--- src/rtl/deck_shuffler_if.sv ---
// Control handshake and single-port deck RAM bus of deck_shuffler.
// The shuffler attaches through the slave modport; the game controller/RAM side uses master.
interface deck_shuffler_if #(
  parameter int ADDR_W = 6,
  parameter int DATA_W = 4,
  parameter int LFSR_W = 16
);
  logic              i_Start;
  logic              i_SeedLoad;
  logic [LFSR_W-1:0] i_Seed;
  logic [DATA_W-1:0] i_MemRdData;
  logic [ADDR_W-1:0] o_MemAddr;
  logic [DATA_W-1:0] o_MemWrData;
  logic              o_MemEn;
  logic              o_MemWe;
  logic              o_Busy;
  logic              o_Done;
  logic              o_Shuffled;

  modport slave (
    input  i_Start, i_SeedLoad, i_Seed, i_MemRdData,
    output o_MemAddr, o_MemWrData, o_MemEn, o_MemWe, o_Busy, o_Done, o_Shuffled
  );

  modport master (
    output i_Start, i_SeedLoad, i_Seed, i_MemRdData,
    input  o_MemAddr, o_MemWrData, o_MemEn, o_MemWe, o_Busy, o_Done, o_Shuffled
  );
endinterface

--- src/rtl/deck_shuffler.sv ---
// In-place Fisher-Yates shuffler for a single-port deck RAM, indices drawn from a Galois LFSR.
// Optional feature: define DECK_INIT_EN to pre-fill the deck with (k % RANKS)+1 before shuffling.
module deck_shuffler #(
  parameter int                DECK_SIZE = 52,
  parameter int                DATA_W    = 4,
  parameter int                ADDR_W    = 6,
  parameter int                RANKS     = 13,
  parameter int                LFSR_W    = 16,
  parameter logic [LFSR_W-1:0] LFSR_POLY = 16'hB400
) (
  input  logic           clk,
  input  logic           i_RstN,
  deck_shuffler_if.slave bus
);

  if (DECK_SIZE < 2 || (1 << ADDR_W) < DECK_SIZE || LFSR_W < ADDR_W ||
      RANKS < 1 || RANKS > (1 << DATA_W) - 1) begin : g_param_check
    $error("deck_shuffler: inconsistent parameter set");
  end

  localparam logic [ADDR_W-1:0] LAST_IDX = ADDR_W'(DECK_SIZE - 1);

  typedef enum logic [2:0] {
    S_IDLE,
`ifdef DECK_INIT_EN
    S_INIT,
`endif
    S_PICK,
    S_RD_I,
    S_RD_J,
    S_WR_J,
    S_WR_I,
    S_DONE
  } state_t;

  // Smallest all-ones value that covers idx, so candidates are uniform over [0, mask].
  function automatic logic [ADDR_W-1:0] mask_for(input logic [ADDR_W-1:0] idx);
    logic [ADDR_W-1:0] m;
    m = idx;
    for (int s = 1; s < ADDR_W; s = s * 2) m = m | (m >> s);
    return m;
  endfunction

  function automatic logic [LFSR_W-1:0] lfsr_step(input logic [LFSR_W-1:0] v);
    return v[0] ? ((v >> 1) ^ LFSR_POLY) : (v >> 1);
  endfunction

  state_t            state_q, state_d;
  logic [LFSR_W-1:0] lfsr_q, lfsr_d;
  logic [ADDR_W-1:0] i_q, i_d;
  logic [ADDR_W-1:0] j_q, j_d;
  logic [DATA_W-1:0] data_i_q, data_i_d;
  logic [DATA_W-1:0] data_j_q, data_j_d;
  logic              busy_q, busy_d;
  logic              done_q, done_d;
  logic              shuffled_q, shuffled_d;
`ifdef DECK_INIT_EN
  logic [ADDR_W-1:0] k_q, k_d;
  logic [DATA_W-1:0] rank_q, rank_d;
`endif

  logic [ADDR_W-1:0] cand;
  logic [ADDR_W-1:0] mem_addr;
  logic [DATA_W-1:0] mem_wr_data;
  logic              mem_en;
  logic              mem_we;

  // NOTE: every variable gets a default before the case; a path that leaves one unassigned infers a latch.
  always_comb begin
    state_d     = state_q;
    lfsr_d      = lfsr_step(lfsr_q);
    i_d         = i_q;
    j_d         = j_q;
    data_i_d    = data_i_q;
    data_j_d    = data_j_q;
    busy_d      = busy_q;
    done_d      = 1'b0;
    shuffled_d  = shuffled_q;
`ifdef DECK_INIT_EN
    k_d         = k_q;
    rank_d      = rank_q;
`endif
    mem_addr    = '0;
    mem_wr_data = '0;
    mem_en      = 1'b0;
    mem_we      = 1'b0;
    cand        = lfsr_q[ADDR_W-1:0] & mask_for(i_q);

    case (state_q)
      S_IDLE: begin
        if (bus.i_SeedLoad) begin
          lfsr_d = (bus.i_Seed == '0) ? LFSR_W'(1) : bus.i_Seed;
        end else if (bus.i_Start) begin
          i_d        = LAST_IDX;
          shuffled_d = 1'b0;
          busy_d     = 1'b1;
`ifdef DECK_INIT_EN
          k_d        = '0;
          rank_d     = DATA_W'(1);
          state_d    = S_INIT;
`else
          state_d    = S_PICK;
`endif
        end
      end

`ifdef DECK_INIT_EN
      S_INIT: begin
        mem_en      = 1'b1;
        mem_we      = 1'b1;
        mem_addr    = k_q;
        mem_wr_data = rank_q;
        k_d         = k_q + ADDR_W'(1);
        rank_d      = (rank_q == DATA_W'(RANKS)) ? DATA_W'(1) : rank_q + DATA_W'(1);
        if (k_q == LAST_IDX) state_d = S_PICK;
      end
`endif

      // Rejection sampling: out-of-range candidates are retried with the next LFSR value.
      S_PICK: begin
        if (cand <= i_q) begin
          j_d     = cand;
          state_d = S_RD_I;
        end
      end

      S_RD_I: begin
        mem_en   = 1'b1;
        mem_addr = i_q;
        state_d  = S_RD_J;
      end

      S_RD_J: begin
        mem_en   = 1'b1;
        mem_addr = j_q;
        data_i_d = bus.i_MemRdData;
        state_d  = S_WR_J;
      end

      S_WR_J: begin
        mem_en      = 1'b1;
        mem_we      = 1'b1;
        mem_addr    = j_q;
        mem_wr_data = data_i_q;
        data_j_d    = bus.i_MemRdData;
        state_d     = S_WR_I;
      end

      // i stops at 1, so the index never wraps below zero.
      S_WR_I: begin
        mem_en      = 1'b1;
        mem_we      = 1'b1;
        mem_addr    = i_q;
        mem_wr_data = data_j_q;
        if (i_q == ADDR_W'(1)) begin
          state_d = S_DONE;
        end else begin
          i_d     = i_q - ADDR_W'(1);
          state_d = S_PICK;
        end
      end

      S_DONE: begin
        done_d     = 1'b1;
        shuffled_d = 1'b1;
        busy_d     = 1'b0;
        state_d    = S_IDLE;
      end

      default: state_d = S_IDLE;
    endcase
  end

  // NOTE: state registers use non-blocking assignments so all flops update from pre-edge values.
  always_ff @(posedge clk or negedge i_RstN) begin
    if (!i_RstN) begin
      state_q    <= S_IDLE;
      lfsr_q     <= LFSR_W'(1);
      i_q        <= '0;
      j_q        <= '0;
      data_i_q   <= '0;
      data_j_q   <= '0;
      busy_q     <= 1'b0;
      done_q     <= 1'b0;
      shuffled_q <= 1'b0;
`ifdef DECK_INIT_EN
      k_q        <= '0;
      rank_q     <= '0;
`endif
    end else begin
      state_q    <= state_d;
      lfsr_q     <= lfsr_d;
      i_q        <= i_d;
      j_q        <= j_d;
      data_i_q   <= data_i_d;
      data_j_q   <= data_j_d;
      busy_q     <= busy_d;
      done_q     <= done_d;
      shuffled_q <= shuffled_d;
`ifdef DECK_INIT_EN
      k_q        <= k_d;
      rank_q     <= rank_d;
`endif
    end
  end

  assign bus.o_MemAddr   = mem_addr;
  assign bus.o_MemWrData = mem_wr_data;
  assign bus.o_MemEn     = mem_en;
  assign bus.o_MemWe     = mem_we;
  assign bus.o_Busy      = busy_q;
  assign bus.o_Done      = done_q;
  assign bus.o_Shuffled  = shuffled_q;

endmodule

--- src/flat_wrapper.sv ---
// flat-port wrapper written by rule: the top's interface ports become plain ports
module deck_shuffler_flat 
#(
  parameter int                DECK_SIZE = 52,
  parameter int                DATA_W    = 4,
  parameter int                ADDR_W    = 6,
  parameter int                RANKS     = 13,
  parameter int                LFSR_W    = 16,
  parameter logic [LFSR_W-1:0] LFSR_POLY = 16'hB400
)
  (clk, i_RstN, bus_i_Start, bus_i_SeedLoad, bus_i_Seed, bus_i_MemRdData, bus_o_MemAddr, bus_o_MemWrData, bus_o_MemEn, bus_o_MemWe, bus_o_Busy, bus_o_Done, bus_o_Shuffled);
  deck_shuffler_if #(.ADDR_W(ADDR_W), .DATA_W(DATA_W), .LFSR_W(LFSR_W)) bus_i ();
  input  logic clk;
  input  logic i_RstN;
  input wire logic [$bits(bus_i.i_Start)-1:0] bus_i_Start;
  input wire logic [$bits(bus_i.i_SeedLoad)-1:0] bus_i_SeedLoad;
  input wire logic [$bits(bus_i.i_Seed)-1:0] bus_i_Seed;
  input wire logic [$bits(bus_i.i_MemRdData)-1:0] bus_i_MemRdData;
  output wire logic [$bits(bus_i.o_MemAddr)-1:0] bus_o_MemAddr;
  output wire logic [$bits(bus_i.o_MemWrData)-1:0] bus_o_MemWrData;
  output wire logic [$bits(bus_i.o_MemEn)-1:0] bus_o_MemEn;
  output wire logic [$bits(bus_i.o_MemWe)-1:0] bus_o_MemWe;
  output wire logic [$bits(bus_i.o_Busy)-1:0] bus_o_Busy;
  output wire logic [$bits(bus_i.o_Done)-1:0] bus_o_Done;
  output wire logic [$bits(bus_i.o_Shuffled)-1:0] bus_o_Shuffled;
  assign bus_i.i_Start = bus_i_Start;
  assign bus_i.i_SeedLoad = bus_i_SeedLoad;
  assign bus_i.i_Seed = bus_i_Seed;
  assign bus_i.i_MemRdData = bus_i_MemRdData;
  assign bus_o_MemAddr = bus_i.o_MemAddr;
  assign bus_o_MemWrData = bus_i.o_MemWrData;
  assign bus_o_MemEn = bus_i.o_MemEn;
  assign bus_o_MemWe = bus_i.o_MemWe;
  assign bus_o_Busy = bus_i.o_Busy;
  assign bus_o_Done = bus_i.o_Done;
  assign bus_o_Shuffled = bus_i.o_Shuffled;
  deck_shuffler #(.DECK_SIZE(DECK_SIZE), .DATA_W(DATA_W), .ADDR_W(ADDR_W), .RANKS(RANKS), .LFSR_W(LFSR_W), .LFSR_POLY(LFSR_POLY)) u_core (.clk(clk), .i_RstN(i_RstN), .bus(bus_i));
endmodule
--- config.mk ---
export PLATFORM = sky130hd
export DESIGN_NAME = deck_shuffler_flat
export DESIGN_NICKNAME = d
export VERILOG_FILES = /design/src/rtl/deck_shuffler_if.sv /design/src/rtl/deck_shuffler.sv /design/src/flat_wrapper.sv
export SDC_FILE = /design/constraint.sdc
export NUM_CORES = 1
export LEC_CHECK = 0
export ABC_CLOCK_PERIOD_IN_PS = 3300
export BUFFER_PORTS_ARGS = -buffer_cell sky130_fd_sc_hd__buf_2
export CAP_MARGIN = 0
export CORE_UTILIZATION = 55
export CTS_CLUSTER_DIAMETER = 150
export DETAILED_ROUTE_END_ITERATION = 8
export PLACE_DENSITY_LB_ADDON = 0.15
export SYNTH_ARGS = -nofsm -noshare
export SYNTH_HDL_FRONTEND = slang
export SYNTH_SLANG_ARGS = --single-unit
--- constraint.sdc ---
create_clock -name clk -period 3.3 [get_ports clk]
set_clock_uncertainty 0.15 [all_clocks]
set_input_delay 0.33 -clock clk [delete_from_list [all_inputs] [get_ports clk]]
set_output_delay 0.33 -clock clk [all_outputs]
set_load 0.005 [all_outputs]
==> metrics.cfg, run 1 <==
[clocking]
cts_inserted_buffers = 5
cts_root_buf = clkbuf_8
cts_sinks = 42
postCtsHoldBufs = 0
clk_path_buf_depth = 2
cts_tree = yes
clk_pin_slew_ns = 0.08
clk_latency_ns = 0.30
htreeDepth = 2
cts_setup_buffers = 0
ctsResizeCount = 0

[power]
seqPwrFrac_pct = 41.4
internal_power_uw = 1500
power_switching_uw = 889
cellLeakagePower_uw = 0.00118
power_uw = 2390
comb_power_share_pct = 44.3
peakVddDrop_v = 0.000447
switching_share_pct = 37.2
powerDensity_nw_per_um2 = 935
p_clk_share_pct = 14.3

[logic_synthesis]
synthArstFlopShare_pct = 100
netlist_top_cells_area = dfrtp_1 46%, mux2_2 12%, mux2i_1 7.1%, ha_1 4.5%, nand2_1 2.3%
synth_ff_type = dfrtp_1
synth-edff-count = 0
syn_avg_cell_area_um2 = 11.3
syn_area_um2 = 2250
synth.largest_area_cell = dfrtp_1
synthCells = 199
ys_seq_elements = 42
synth_cell_types = 39
synth_seq_area_share_pct = 46.9
synthesis.nets = 231
ys_warn_count = 0
yosysTopAreaCellShare_pct = 45.7

[die]
die_area_um2 = 4340
die_h_um = 65.9
die_width_um = 65.9
num_io_pins = 39
core_area_um2 = 3800
start_util_pct = 59.1
core.rowCount = 22

[sta]
timing.final.crit_share_pct = 90.4
setup_viol_count_final = 0
rsz0062_at_grt = false
setup-tns-final_ns = 0
final_hold_viol_count = 0
drv_slew = 0
worstMarginPinSlew_ns = 0.898
fmax_ghz = 0.335
relSlewSlack_pct = 40.2
fin_crit_ns = 2.98

[global_route]
grt_pass1_wl_um = 7560
grt-ovfl-total = 0
antenna_found_initial = 0
grt_util_all_layers_pct = 23.7
grt_max_degree = 43
grt_pass1_vias = 1617

[cells_and_area]
nFillCells = 299
area_growth_pct = 13.7
antenna_cells = 0
final_layout_size_suffix_gt1_share_pct = 33.2
fin_nets = 269

[job]
max-cap-violations = 0

[setup_path]
worst_setup_path_end_kind = flip-flop
worst_path_most_repeated_cell = nor4_4
critical_path_class = reg -> reg
cpPeakStageDelay_ns = 0.46
path_cells = nor4_4 > a21boi_0 > ha_1 > nor2b_1 > o2111ai_2 > a32oi_2 > nor4_4 > mux2_2
worst-path-max-fanout = 7
worst_path_max_delay_cell = dfrtp_1
cp.required_ns = 3.33
cp.arrival_ns = 3.01
start_kind = flip-flop

[detailed_routing]
viasPerCell = 5.63
num_vias = 1611
routed_wl_um = 4450
firstDrtPassIters = 4
final_antenna_net_count = 0
drt-wirelength-per-cell_um = 15.6
post-route-drc-count = 0
first_iter_violations = 151

[outcome]
status = complete, no violations

[placed_design]
io_buffers = 38
hpwlAfterDp_um = 3270
gp_congestion = 0.837

[hold_path]
hold_class = in -> async

cells in the mapped netlist (2+ instances only):
cell type	count
nand2b_1	2
buf_2	6
ha_1	8
nand4_1	2
mux2i_1	16
dfrtp_1	41
o22ai_1	5
inv_1	9
nor2_1	9
nor2b_1	3
nor3_1	5
a41oi_1	2
nand2_1	14
nand3_1	3
nor4_1	3
nand2b_4	2
a21o_1	2
and3_1	2
nor4_4	2
and2_1	4
xnor2_1	4
o21ai_0	10
mux2_2	24
a21oi_1	6
layout make-up:
cell class | count | area [um2] | share of cell area, %
repair buffers | 40 | 205 | 8.04
multi-input cells | 139 | 1110 | 43.5
clock buffers | 7 | 86.3 | 3.38
inverters | 9 | 33.8 | 1.32
clock inverters | 1 | 5.00 | 0.196
flip-flops and latches | 42 | 1050 | 41.2
well taps | 48 | 60.1 | 2.35
layer usage:
metal	vias up	share of wire [%]	global-route usage, %
met1	777	45	30.5
met4	0	0.56	7.61
met3	2	5.2	6.72
met2	45	50	38.4
met5	-	0	0
li1	787	-	-
power groups by stage:
stage	clock network (uW)	logic (uW)	registers, uW
floorplan	0	869	879
global placement	0	1010	978
detailed placement	0	1050	997
CTS	348	1060	988
global route	368	1180	1020
finish	342	1060	990
flip-flops by register name, summed over array words and instances (netlist names):
signal,count
u_core.state_q,3
u_core.data_i_q,4
u_core.bus.o_Done,1
u_core.j_q,6
u_core.i_q,6
u_core.data_j_q,4
u_core.bus.o_Shuffled,1
u_core.lfsr_q,16
u_core.bus.o_Busy,1
critical path, delay by kind of cell, from the launching register on:
| family | cells | cell delay [ns] |
|---|---|---|
| muxes | 1 | 0.39 |
| adders and majority gates | 1 | 0.34 |
| and+or+nand+nor | 3 | 0.99 |
| AOI/OAI and AO/OA | 3 | 0.55 |
| DFF | 1 | 0.46 |
path summary, 6_finish.rpt:
path / start / endpoint / slack (ns) / cells after the start
worst max-delay path: u_core.i_q[2]$_DFFE_PN0P_ / u_core.j_q[2]$_DFFE_PN0P_ / 0.32 / 8
worst min-delay path: i_RstN / u_core.bus.o_Done$_DFF_PN0_ / 0.002 / 1
worst max register to register: u_core.i_q[2]$_DFFE_PN0P_ / u_core.j_q[2]$_DFFE_PN0P_ / 0.32 / 8
worst min register to register: u_core.lfsr_q[12]$_DFF_PN0_ / u_core.lfsr_q[11]$_DFF_PN0_ / 0.33 / 1
max in group asynchronous: i_RstN / u_core.i_q[2]$_DFFE_PN0P_ / 2.43 / 1
min in group clk: bus_i_Seed[10] / u_core.lfsr_q[10]$_DFF_PN0_ / 0.11 / 3
layout by cell type, fill, tap and decap left out, drive strengths merged, types with 5 or more instances in the layout:
master,instances
dfrtp,41
nor4,5
mux2i,16
mux2,24
o21ai,10
a21oi,6
clkbuf,7
nor2,9
nand2,14
o22ai,5
inv,9
nor3,5
buf,40
ha,8
per-stage QoR:
stage	util [%]	area (um2)	hold WS (ns)	setup slack, ns	instances
3_5_place_dp	64.8	2460	0.319	0.295	278
3_3_place_gp	64.8	2460	0.307	0.439	278
6_report	67.2	2550	0.00158	0.317	286
4_1_cts	67.2	2550	0.0381	0.284	286
5_1_grt	67.2	2550	0.0792	0.0887	286
2_1_floorplan	-	2250	-0.116	0.612	199
cell families after synthesis:
logic type,count (synthesis),synth area share (%)
compound gates,31,9.42
xor+xnor,5,1.95
fa+ha+maj,8,4.46
buf+inv,18,3.68
flops,42,46.9
mux,40,19.2
simple gates,55,14.5
No activity file was read; power rests on OpenSTA's default activity.
==> run 2, diff against run 1 <==
--- a/config.mk
+++ b/config.mk
@@ -11,6 +11,7 @@
 export CORE_UTILIZATION = 55
 export CTS_CLUSTER_DIAMETER = 150
 export DETAILED_ROUTE_END_ITERATION = 8
+export MAX_ROUTING_LAYER = met4
 export PLACE_DENSITY_LB_ADDON = 0.15
 export SYNTH_ARGS = -nofsm -noshare
 export SYNTH_HDL_FRONTEND = slang
==> run 2 against run 1 <==
Against the previous run:
- sequential share of layout area did not move
- via count rose by 0.87%
- cell area did not move
- combinational power barely moved
- first-iteration DRC count fell by 30%
- hold slack improved by 0.0078 ns
- flip-flop and latch count did not move
- largest cell class unchanged
- highest routed layer unchanged
==> metrics.cfg, run 2 (synthesis gave the netlist of run 1 again) <==
[outcome]
status = complete, no violations  ; unchanged

[sta]
fmax_ghz = 0.335  ; about the same
drv_slew = 0  ; unchanged
relSlewSlack_pct = 39.6  ; was 40.2%
timing.final.crit_share_pct = 90.6  ; was 90.4%
worst_hold_slack_ns = 0.00941  ; was 0.00158 ns
setup-tns-final_ns = 0  ; unchanged
worstMarginPinSlew_ns = 0.906  ; was 0.898 ns
setup_viol_count_final = 0  ; unchanged
fin_crit_ns = 2.99  ; was 2.98 ns
final_hold_viol_count = 0  ; unchanged
fin_ws_ns = 0.311  ; was 0.317 ns
rsz0062_at_grt = false  ; unchanged

[die]
core.rowCount = 22  ; unchanged
die_area_um2 = 4340  ; unchanged
num_io_pins = 39  ; unchanged
die_h_um = 65.9  ; unchanged
die_width_um = 65.9  ; unchanged
core_area_um2 = 3800  ; unchanged
start_util_pct = 59.1  ; unchanged

[power]
p_clk_share_pct = 14.2  ; was 14.3%
cellLeakagePower_uw = 0.00118  ; unchanged
power_switching_uw = 883  ; was 889 uW
seqPwrFrac_pct = 41.5  ; was 41.4%
powerDensity_nw_per_um2 = 933  ; was 935 nW/um2
peakVddDrop_v = 0.000448  ; was 0.000447 V
comb_power_share_pct = 44.3  ; about the same
internal_power_uw = 1500  ; about the same
switching_share_pct = 37.1  ; was 37.2%

[hold_path]
hold_class = in -> async  ; unchanged

[setup_path]
worst_setup_path_end_kind = flip-flop  ; unchanged
cp.required_ns = 3.33  ; about the same
worst-path-max-fanout = 7  ; unchanged
start_kind = flip-flop  ; unchanged
cp.arrival_ns = 3.02  ; was 3.01 ns
critical_path_class = reg -> reg  ; unchanged

[detailed_routing]
routed_wl_um = 4420  ; was 4450 um
firstDrtPassIters = 4  ; unchanged
viasPerCell = 5.68  ; was 5.63
num_vias = 1625  ; was 1611
first_iter_violations = 106  ; was 151
final_antenna_net_count = 0  ; unchanged
post-route-drc-count = 0  ; unchanged
drt-wirelength-per-cell_um = 15.5  ; was 15.6 um

[clocking]
postCtsHoldBufs = 0  ; unchanged
clk_latency_ns = 0.29  ; was 0.30 ns
clk_pin_slew_ns = 0.08  ; about the same
cts_inserted_buffers = 5  ; unchanged
cts_sinks = 42  ; unchanged
ctsResizeCount = 0  ; unchanged
htreeDepth = 2  ; unchanged
cts_setup_buffers = 0  ; unchanged
clk_path_buf_depth = 2  ; unchanged
cts_root_buf = clkbuf_8  ; unchanged
cts_tree = yes  ; unchanged

[cells_and_area]
mostFrequentLayoutCells = 41 x dfrtp_1, 38 x buf_2, 24 x mux2_2, 16 x mux2i_1, 14 x nand2_1  ; unchanged
antenna_cells = 0  ; unchanged
final_layout_size_suffix_gt1_share_pct = 33.2  ; unchanged
regMostFlops = u_core.lfsr_q  ; unchanged
reg_top3 = u_core.lfsr_q (16), u_core.i_q (6), u_core.j_q (6)  ; unchanged
fin_nets = 269  ; unchanged
area_growth_pct = 13.7  ; unchanged
final_common_cell = dfrtp_1  ; unchanged
largest_register_ffs = 16  ; unchanged

[job]
max-cap-violations = 0  ; unchanged

[global_route]
grt_util_all_layers_pct = 24.4  ; was 23.7%
grt_pass1_vias = 1620  ; was 1617
antenna_found_initial = 0  ; unchanged
grt-ovfl-total = 0  ; unchanged
grt_pass1_wl_um = 7530  ; was 7560 um
grt_max_degree = 43  ; unchanged

[placed_design]
gp_congestion = 0.850  ; was 0.837
io_buffers = 38  ; unchanged
hpwlAfterDp_um = 3270  ; unchanged
place_ws_ns = 0.295  ; unchanged

-- run 2: final timing paths --
kind | from | endpoint | slack (ns) | cells past startpoint
setup / recovery | u_core.i_q[2]$_DFFE_PN0P_ | u_core.j_q[2]$_DFFE_PN0P_ | 0.31 | 8
hold / removal | i_RstN | u_core.bus.o_Done$_DFF_PN0_ | 0.009 | 1
setup reg to reg | u_core.i_q[2]$_DFFE_PN0P_ | u_core.j_q[2]$_DFFE_PN0P_ | 0.31 | 8
hold reg to reg | u_core.bus.o_Shuffled$_DFFE_PN0P_ | u_core.bus.o_Shuffled$_DFFE_PN0P_ | 0.33 | 1
max in group asynchronous | i_RstN | u_core.lfsr_q[13]$_DFF_PN0_ | 2.42 | 1
min in group clk | bus_i_Seed[10] | u_core.lfsr_q[10]$_DFF_PN0_ | 0.12 | 3
-- run 2: layout make-up --
type / instances / area, um2
inverters: 9 / 33.8
repair buffers: 40 / 205
fillers: 299 / 1240
well taps: 48 / 60.1
clock inverters: 1 / 5.00
flip-flops and latches: 42 / 1050
clock buffers: 7 / 86.3
multi-input cells: 139 / 1110
-- run 2: per-layer routing --
metal  track usage (%)  vias to the layer above  part of all wire (%)
met1              30.0                      792                    44
met3              6.72                        2                   5.6
met5                 -                        -                     0
met2              38.8                       46                    50
li1                  -                      785                     -
met4              7.61                        0                  0.20
-- run 2: per-stage QoR --
| stage | cells | utilization (%) | power [uW] | instance area [um2] |
|---|---|---|---|---|
| 2_1_floorplan | 199 | - | 1750 | 2250 |
| 3_3_place_gp | 278 | 64.8 | 1990 | 2460 |
| 3_5_place_dp | 278 | 64.8 | 2050 | 2460 |
| 4_1_cts | 286 | 67.2 | 2400 | 2550 |
| 5_1_grt | 286 | 67.2 | 2570 | 2550 |
| 6_report | 286 | 67.2 | 2380 | 2550 |
-- run 2: power groups by stage --
stage	Combinational (uW)	Sequential, uW	Clock, uW
6_report	1060	988	338
5_1_grt	1180	1020	368
4_1_cts	1060	988	348
3_5_place_dp	1050	997	0
3_3_place_gp	1010	978	0
2_1_floorplan	869	879	0
-- run 2: critical path, cell delays in order, from the launching register on --
cell       delay [ns]
dfrtp_1          0.46
nor4_4           0.44
a21boi_0         0.21
ha_1             0.34
nor2b_1          0.15
o2111ai_2        0.18
a32oi_2          0.16
nor4_4           0.41
mux2_2           0.39
